**src/rtl/fetch_unit_pkg.sv**
```systemverilog
// Shared definitions for the fetch stage: default widths, NOP encoding,
// instruction field layout and the branch displacement sign extension.
package fetch_unit_pkg;

    localparam int DEF_ADDR_WIDTH = 16;
    localparam int DEF_DATA_WIDTH = 16;

    localparam logic [15:0] NOP_INSTR = 16'h0000;

    // Field positions: opcode [15:12], rdest [11:8], imm_hi [7:4], imm_lo [3:0]
    typedef struct packed {
        logic [3:0] opcode;
        logic [3:0] rdest;
        logic [3:0] imm_hi;
        logic [3:0] imm_lo;
    } instr_fields_t;

    function automatic logic [31:0] sext_disp(input logic [3:0] hi, input logic [3:0] lo);
        return {{24{hi[3]}}, hi, lo};
    endfunction

endpackage

```
**src/rtl/fetch_unit_pc_next.sv**
```systemverilog
// Next-PC selection: hold, absolute jump, PC-relative branch or increment.
module pc_next_logic
    import fetch_unit_pkg::*;
#(
    parameter int ADDR_WIDTH = DEF_ADDR_WIDTH
) (
    input  logic [ADDR_WIDTH-1:0] pc,
    input  logic                  pc_enabled,
    input  logic                  branch_mux,
    input  logic                  jump_mux,
    input  logic [3:0]            imm_high,
    input  logic [3:0]            imm_low,
    input  logic [ADDR_WIDTH-1:0] jump_target,
    output logic [ADDR_WIDTH-1:0] pc_next
);

    always_comb begin
        pc_next = pc;
        if (pc_enabled) begin
            // Jump beats branch; branch base is the branch's own address.
            if (jump_mux)
                pc_next = jump_target;
            else if (branch_mux)
                pc_next = pc + ADDR_WIDTH'(sext_disp(imm_high, imm_low));
            else
                pc_next = pc + ADDR_WIDTH'(1);
        end
    end

endmodule

```
**src/rtl/fetch_unit.sv**
```systemverilog
// PC register, port-A address mux, instruction register with same-cycle
// bypass, JAL link value and retired-instruction counter.
module fetch_unit
    import fetch_unit_pkg::*;
#(
    parameter int                    ADDR_WIDTH = DEF_ADDR_WIDTH,
    parameter int                    DATA_WIDTH = DEF_DATA_WIDTH,
    parameter logic [ADDR_WIDTH-1:0] RESET_PC   = '0
) (
    input  logic                  clock,
    input  logic                  reset,
    input  logic                  pcEnabled,
    input  logic                  branchMux,
    input  logic                  jumpMux,
    input  logic [3:0]            immediateHigh,
    input  logic [3:0]            immediateLow,
    input  logic [ADDR_WIDTH-1:0] jumpTarget,
    input  logic                  pcOrRegMemMUX,
    input  logic [ADDR_WIDTH-1:0] regAddr,
    input  logic                  irLoad,
    input  logic [DATA_WIDTH-1:0] memData,
    output logic [ADDR_WIDTH-1:0] pc,
    output logic [ADDR_WIDTH-1:0] memAddrA,
    output logic [DATA_WIDTH-1:0] instruction,
    output logic [ADDR_WIDTH-1:0] linkValue,
    output logic [15:0]           retiredCount
);

    logic [ADDR_WIDTH-1:0] pc_d, pc_q;
    logic [DATA_WIDTH-1:0] ir_d, ir_q;
    logic [15:0]           retired_d, retired_q;

    pc_next_logic #(
        .ADDR_WIDTH (ADDR_WIDTH)
    ) u_pc_next (
        .pc          (pc_q),
        .pc_enabled  (pcEnabled),
        .branch_mux  (branchMux),
        .jump_mux    (jumpMux),
        .imm_high    (immediateHigh),
        .imm_low     (immediateLow),
        .jump_target (jumpTarget),
        .pc_next     (pc_d)
    );

    always_comb begin
        ir_d      = irLoad ? memData : ir_q;
        retired_d = pcEnabled ? retired_q + 16'd1 : retired_q;
    end

    always_ff @(posedge clock) begin
        if (reset) begin
            pc_q      <= RESET_PC;
            ir_q      <= DATA_WIDTH'(NOP_INSTR);
            retired_q <= '0;
        end else begin
            pc_q      <= pc_d;
            ir_q      <= ir_d;
            retired_q <= retired_d;
        end
    end

    assign pc           = pc_q;
    assign memAddrA     = pcOrRegMemMUX ? regAddr : pc_q;
    assign instruction  = irLoad ? memData : ir_q;
    assign linkValue    = pc_q + ADDR_WIDTH'(1);
    assign retiredCount = retired_q;

endmodule

```
**config.mk**
```make
export PLATFORM = sky130hd
export DESIGN_NAME = fetch_unit
export DESIGN_NICKNAME = d
export VERILOG_FILES = /design/src/rtl/fetch_unit_pkg.sv /design/src/rtl/fetch_unit_pc_next.sv /design/src/rtl/fetch_unit.sv
export SDC_FILE = /design/constraint.sdc
export NUM_CORES = 1
export LEC_CHECK = 0
export CAP_MARGIN = 25
export CORE_UTILIZATION = 48
export CTS_BUF_LIST = sky130_fd_sc_hd__clkbuf_2
export CTS_CLUSTER_DIAMETER = 150
export DETAILED_ROUTE_END_ITERATION = 6
export GPL_ROUTABILITY_DRIVEN = 0
export PLACE_DENSITY = 0.88
export SETUP_SLACK_MARGIN = 0.02
export SYNTH_ARGS = -nofsm -noshare
export SYNTH_HDL_FRONTEND = slang
export SYNTH_SLANG_ARGS = --single-unit
export TNS_END_PERCENT = 30
```
**constraint.sdc**
```tcl
create_clock -name clock -period 5.1 [get_ports clock]
set_clock_uncertainty 0.1 [all_clocks]
set_input_delay 0.51 -clock clock [delete_from_list [all_inputs] [get_ports clock]]
set_output_delay 0.51 -clock clock [all_outputs]
set_load 0.005 [all_outputs]
```
=== After elaboration in Yosys (flattened, before gate mapping) ===
Index checks and enable logic that the tools add are counted.
W data, S select, Z words.

* Output and inout port bits: 80
* Bits in registers: 48
* Logic and storage cells: 10

* Add/sub/neg operators: 3
* Multiplexer cells: 4

{| class="wikitable"
|+ Operators with widths
! operator !! count
|-
| $mux W16 || 4
|-
| $add A16 B1 Y16 const B || 2
|-
| $add A16 B16 Y16 || 1
|}

=== Depth between registers and ports, before layout ===
* Word-level depth: 3
* Gate-level depth with buffers: 8
* Depth with buffers taken out: 8

=== Modules after synthesis ===
Synthesis repeated with hierarchy kept, for this count alone.

* Cells, all modules: 395
* Area total of the unflattened synthesis: 3,375.7 um^2

{| class="wikitable"
|+ Modules (own cells, without submodules)
! module !! times used !! cells an instance !! seq. area each (um^2) !! area each (um^2)
|-
| fetch_unit || 1 || 237 || 960.9 || 2,326.0
|-
| pc_next_logic || 1 || 158 || 0.0 || 1,049.8
|}

=== Worst setup path before layout ===
No wires, ideal clock.

* Path type: input -> register
* Start point: input port immediateLow[0]
* End point: register pc_q[12] (netlist: pc[12])
* Path slack: 2.501 ns
* Buffers on the path: 0
* Required time: 4.897 ns
* Cell stages on the path: 8
* Library setup time: 0.103 ns
* Arrival: 2.395 ns
* Path through: ha_1 -> fa_1 -> a211oi_1 -> o21ai_1 -> a31oi_2 -> o21ai_2 -> xnor2_1 -> a2111oi_2

* Cells in the longest elaborated chain, start to end: 3

{| class="wikitable"
|+ RTL lines
! item !! RTL line !! RTL
|-
| from (decl) || fetch_unit.sv:16 || <nowiki>input logic [3:0] immediateLow,</nowiki>
|-
| $add A16 B16 Y16 || fetch_unit_pc_next.sv:24 || <nowiki>pc_next = pc + ADDR_WIDTH'(sext_disp(imm_high, imm_low));</nowiki>
|-
| $mux W16 || fetch_unit_pc_next.sv:23 || <nowiki>else if (branch_mux)</nowiki>
|-
| $mux W16 || fetch_unit_pc_next.sv:21 || <nowiki>if (jump_mux)</nowiki>
|-
| to (signal assigned) || fetch_unit.sv:57 || <nowiki>pc_q <= pc_d;</nowiki>
|-
| to (decl) || fetch_unit.sv:29 || <nowiki>logic [ADDR_WIDTH-1:0] pc_d, pc_q;</nowiki>
|}

Every way passes these cells.
A chain may end at the register's enable or synchronous reset.

=== Worst setup path in the final report ===
* Start point: register pc_q[1] (netlist: pc[1])
* End point: output port linkValue[8]

* Cells in the longest elaborated chain, start to end: 1

{| class="wikitable"
|+ RTL lines
! item !! RTL line !! RTL
|-
| $add A16 B1 Y16 || fetch_unit.sv:66 || <nowiki>assign linkValue = pc_q + ADDR_WIDTH'(1);</nowiki>
|-
| to (decl) || fetch_unit.sv:25 || <nowiki>output logic [ADDR_WIDTH-1:0] linkValue,</nowiki>
|}

Every way passes these cells.

==> results.cfg <==
[outcome]
status = finished clean

[logic_synthesis]
synth_edf_count = 0
synthArstFlopShare = 0
synth.area.top_cells = dfxtp_1 28%, mux2_2 11%, ha_1 6.2%
synth_flop_cell = dfxtp_1
ys_ff_latch = 48
ys_warn_count = 0
synthesis.area_sq_um = 3430
synth_common_cells = 48 x dfxtp_1, 32 x mux2_2, 30 x nand2_1, 30 x nor2_1, 26 x a21oi_1
yosysMostFrequentCell = dfxtp_1
syn_nets = 478
synthDominantCellAreaShare = 0.280
yosysTopAreaCell = dfxtp_1
synth_cell_types = 62
synthCells = 397
avgSynthCellArea_sq_um = 8.64
ys_seq_area_frac = 0.280

[final_layout]
fin_util = 0.728
num_antenna_cells = 0
fillers = 552
syn_to_final_growth_pct = 44.9
nNetsFinal = 611
layout-drive-gt1-share = 0.111

[timing]
maxSlewHeadroom = 0.373
final-hold-violation-count = 0
fin_crit_ns = 3.27
fmax_mhz = 306
setup_viol = 0
rsz0062_at_grt = false
min_period_over_period = 0.641
tightest_slew_ns = 0.938
fin_tns_setup_ns = 0
drv_slew = 0

[die]
pin_count = 143
die_area_sq_um = 7490
die_x_microns = 86.5
core_area_sq_um = 6830
die_h_microns = 86.5
placementRows = 30
start_util = 0.502

[worst_hold_path]
min_path_type = in -> reg

[detailed_routing]
detail_route.vias_per_cell = 5.62
drc = 0
ant_nets = 0
totalWireLength_microns = 10200
vias = 3525
dr.pass1.iters = 4
post_drt_wl_per_cell_microns = 16.2
drt_iter0_markers = 204

[global_route]
first_global_vias = 3355
antenna_found_initial = 0
grt_overflow = 0
grt_usage = 0.264
grt_start_max_net_pins = 51
grt_pass1_wl_microns = 15700

[worst_setup_path]
cp_cell_sequence = ha_1, nand3_1, nor2_2, nand2_1, xnor2_1, clkdlybuf4s50_1
start_kind = flip-flop
crit_path_top_delay_cell = clkdlybuf4s50_1
required_ns = 4.49
path_class = reg -> out
critical_path.endpoint_type = output pin
crit_arrival_ns = 2.66
worstPathMaxFanout = 8
slowest_delay_ns = 0.57

[pwr]
leakage_nw = 1.87
power-per-cell-area_nw_per_um2 = 203
vdd_drop_max_uv = 138

[clock_tree]
cts_made_buffers = 5
root_buffer = clkbuf_2
ctsHoldBuffers = 0
ctsResizeCount = 0
cts_buffer_depth = 2
cts_sinks = 48
htreeDepth = 2
clk_latency_ns = 0.45
post_cts_buffers = 0
cts_tree = yes
clkTransAtPathRegs_ns = 0.27

[place]
hpwl_microns = 7650
io_buffers = 142

[flow_run]
cap_violations = 0
[report_power, final]
group	total, mW	switching [mW]	internal [mW]
clock network	0.224	0.140	0.0845
logic	0.361	0.151	0.210
registers	0.425	0.0294	0.396
total	1.01	0.320	0.690
[cell type report]
cell class                      instances  area [sq um]  area share
Clock buffer                            5          25.0     0.00503
Inverter                                9          33.8     0.00680
Clock inverter                          3          46.3     0.00931
Multi-Input combinational cell        322          2340       0.471
Timing Repair Buffer                  144          1440       0.290
Sequential cell                        48           961       0.193
Tap cell                               96           120      0.0242
[worst max-delay path: cells and delay by family, from the launching register on]
kind,cells,cell delay [ns]
xor+xnor,1,0.29
fa+ha+maj,1,0.25
buf+inv,1,0.57
flops,1,0.56
simple gates,3,0.57
[state kept, by name (all words and copies together), names as in the netlist]
name and cells:
ir_q 16, retiredCount 16, pc 16
[layer usage]
metal  up-vias  wire, microns  GRT usage
li1       1694              -          -
met1      1617           4160      0.321
met2       181           4920      0.457
met3        33            758     0.0486
met4         0            319      0.115
met5         -              0          0
[placed cells by master (no fill, tap or decap), types with 17 or more instances in the layout]
master,count
a21oi_1,26
clkdlybuf4s50_1,141
dfxtp_1,48
ha_1,17
mux2_2,32
nand2_1,30
nor2_1,30
nor2b_1,21
xnor2_1,18
xor2_1,20
[cell families after synthesis]
| logic type | after synthesis | synth area share |
|---|---|---|
| simple gates | 136 | 0.204 |
| compound gates | 88 | 0.178 |
| buf+inv | 27 | 0.0376 |
| mux | 42 | 0.135 |
| xor+xnor | 38 | 0.0970 |
| fa+ha+maj | 18 | 0.0678 |
| flops | 48 | 0.280 |
[per-stage QoR]
| step | instance area (sq um) | total power [mW] | hold slack (ns) | instances | worst slack [ns] |
|---|---|---|---|---|---|
| floorplan | 3430 | 0.611 | 0.399 | 397 | 2.50 |
| global placement | 4880 | 0.777 | 0.408 | 618 | 1.94 |
| detailed placement | 4880 | 0.787 | 0.412 | 618 | 1.86 |
| CTS | 4950 | 1.01 | 0.452 | 626 | 1.85 |
| global route | 4970 | 1.05 | 0.224 | 627 | 1.64 |
| finish | 4970 | 1.01 | 0.232 | 627 | 1.83 |
[path summary, 6_finish.rpt]
check / slack (ns) / endpoint / cells past startpoint / from
worst max-delay path: 1.83 / linkValue[8] / 6 / pc[1]
worst min register to register: 0.47 / retiredCount[5] / 2 / retiredCount[5]
worst max register to register: 2.39 / pc[12] / 8 / pc[0]
worst min-delay path: 0.23 / pc[9] / 2 / reset
No activity file was read; power rests on OpenSTA's default activity.
==> RTL edit: new RTL, same flow settings <==
Add an input register stage for `regAddr`, with the module's reset; this delays it by one clock. The other inputs are not delayed to match.
--- a/src/rtl/fetch_unit.sv
+++ b/src/rtl/fetch_unit.sv
@@ -25,6 +25,16 @@
     output logic [ADDR_WIDTH-1:0] linkValue,
     output logic [15:0]           retiredCount
 );
+
+    logic [ADDR_WIDTH-1:0] regAddr_q;
+
+    always_ff @(posedge clock) begin
+        if (reset) begin
+            regAddr_q <= '0;
+        end else begin
+            regAddr_q <= regAddr;
+        end
+    end
 
     logic [ADDR_WIDTH-1:0] pc_d, pc_q;
     logic [DATA_WIDTH-1:0] ir_d, ir_q;
@@ -61,7 +71,7 @@
     end
 
     assign pc           = pc_q;
-    assign memAddrA     = pcOrRegMemMUX ? regAddr : pc_q;
+    assign memAddrA     = pcOrRegMemMUX ? regAddr_q : pc_q;
     assign instruction  = irLoad ? memData : ir_q;
     assign linkValue    = pc_q + ADDR_WIDTH'(1);
     assign retiredCount = retired_q;
Formal check against the unedited RTL: not equivalent (a bounded check fails within 4 cycles, from zero or initial values and one cycle with reset high).
==> RTL edit against the unedited design <==
Total power increased by 19%; critical endpoint is now linkValue[10]; cell count increased by 7.7%; design area increased by 7.6%; fmax decreased by 3.0%; synthesized cell count increased by 10%; count of clock-buffer cells in the layout increased by 4; routed wire length increased by 9.5%; register-to-register slack improved by 0.17 ns; sequential cell count increased by 16; largest cell class unchanged; synthesized area increased by 10%; critical path type unchanged; die area increased by 9.8%; setup slack got worse by 0.10 ns.
==> RTL edit: results (changes against the unedited design) <==
Yosys
  • Synth cell types: 51 (was 62)
  • Syn Nets: 518 (was 478)
  • Top post-synthesis cells by area: dfxtp_1 34%, mux2_2 8.9%, nor2b_1 6.0% (was dfxtp_1 28%, mux2_2 11%, ha_1 6.2%)
  • Most common library cells after synthesis: 64 x dfxtp_1, 39 x nand2_1, 37 x nor2_1 (was 48 x dfxtp_1, 32 x mux2_2, 30 x nand2_1, 30 x nor2_1, 26 x a21oi_1)
  • Seq/Total Area, Yosys: 33.93% (was 28.01%)

Worst hold path
  • Hold Path Class: reg2reg (was in2reg)

Clock tree
  • Cts bufs inserted: 9 (was 5)
  • Post_cts resized: 0 (unchanged)
  • Clk_lat worst skew: 0.49 ns (was 0.45 ns)
  • H-tree depth: 3 (was 2)
  • CTS clk-pin slew, worst paths: 0.18 ns (was 0.27 ns)

Outcome
  • Outcome: complete, no violations (unchanged)

Global routing
  • Largest net degree at the start of global routing: 64 (was 51)
  • GRT Total Usage: 27.33% (was 26.44%)
  • First-pass GRT wire length: 17.88 mm (was 15.69 mm)

Layout
  • FILL cells: 548 (was 552)
  • Layout cell share with drive strength beyond 1: 9.028% (was 11.11%)
  • Final nets: 654 (was 611)

Setup path
  • Crit-path slowest cell: dfxtp_1 (was clkdlybuf4s50_1)

STA
  • Max transition margin: 46.43% (was 37.26%)

Route
  • Via count: 3736 (was 3525)
  • Initial DRT Pass Iterations: 5 (was 4)

Power
  • Lkg Pwr: 2.090 nW (was 1.873 nW)
  • VDD IR max: 0.1879 mV (was 0.1385 mV)

Place
  • Placed wire-length estimate: 8.518 mm (was 7.652 mm)
-- RTL edit: cell families after synthesis --
logic type / count (synthesis) / share of synthesized area [%]
AO/OA/AOI/OAI: 87 / 14.94
buffers and inverters: 27 / 2.816
XOR/XNOR: 35 / 8.118
multiplexers: 40 / 11.60
adder cells (fa/ha/maj): 18 / 6.163
AND/OR/NAND/NOR: 166 / 22.43
flip-flops: 64 / 33.93
-- RTL edit: power by group --
group          internal [mW]  switching, mW
clock network          0.104          0.179
logic                  0.209          0.152
registers              0.527         0.0336
total                  0.840          0.365
-- RTL edit: final cells by class --
class | count | area (um2) | share of cell area, %
Clock buffer | 9 | 45.04 | 0.8419
Clock inverter | 5 | 50.05 | 0.9355
Inverter | 8 | 30.03 | 0.5613
Multi-Input combinational cell | 346 | 2389 | 44.64
Sequential cell | 64 | 1281 | 23.95
Tap cell | 99 | 123.9 | 2.315
Timing Repair Buffer | 144 | 1431 | 26.75
-- RTL edit: per-stage QoR --
step                cells  cell area [um2]  setup WS, ns
global placement      661             5255         2.070
finish                675             5350         1.732
CTS                   675             5350         1.756
detailed placement    661             5255         2.041
global route          675             5350         1.579
floorplan             437             3776         2.593
-- RTL edit: tightest hold or removal path: cells and delay by family, from the launching register on --
kind,cells,cell delay (ns)
flops,1,0.37
compound gates,2,0.14
-- RTL edit: per-layer routing --
layer / global-route usage [%] / vias up / share of wire (%)
met1: 31.19 / 1739 / 41
li1: - / 1804 / -
met2: 47.22 / 165 / 48
met4: 13.17 / 0 / 2.8
met3: 6.987 / 28 / 8.3
met5: 0 / - / 0
-- RTL edit: worst paths after layout --
kind	start	to	slack, ns	cells past startpoint
hold / removal	retiredCount[10]	retiredCount[10]	0.43	2
setup / recovery	pc[1]	linkValue[10]	1.73	6
hold reg to reg	retiredCount[10]	retiredCount[10]	0.43	2
setup reg to reg	pc[0]	pc[10]	2.56	8
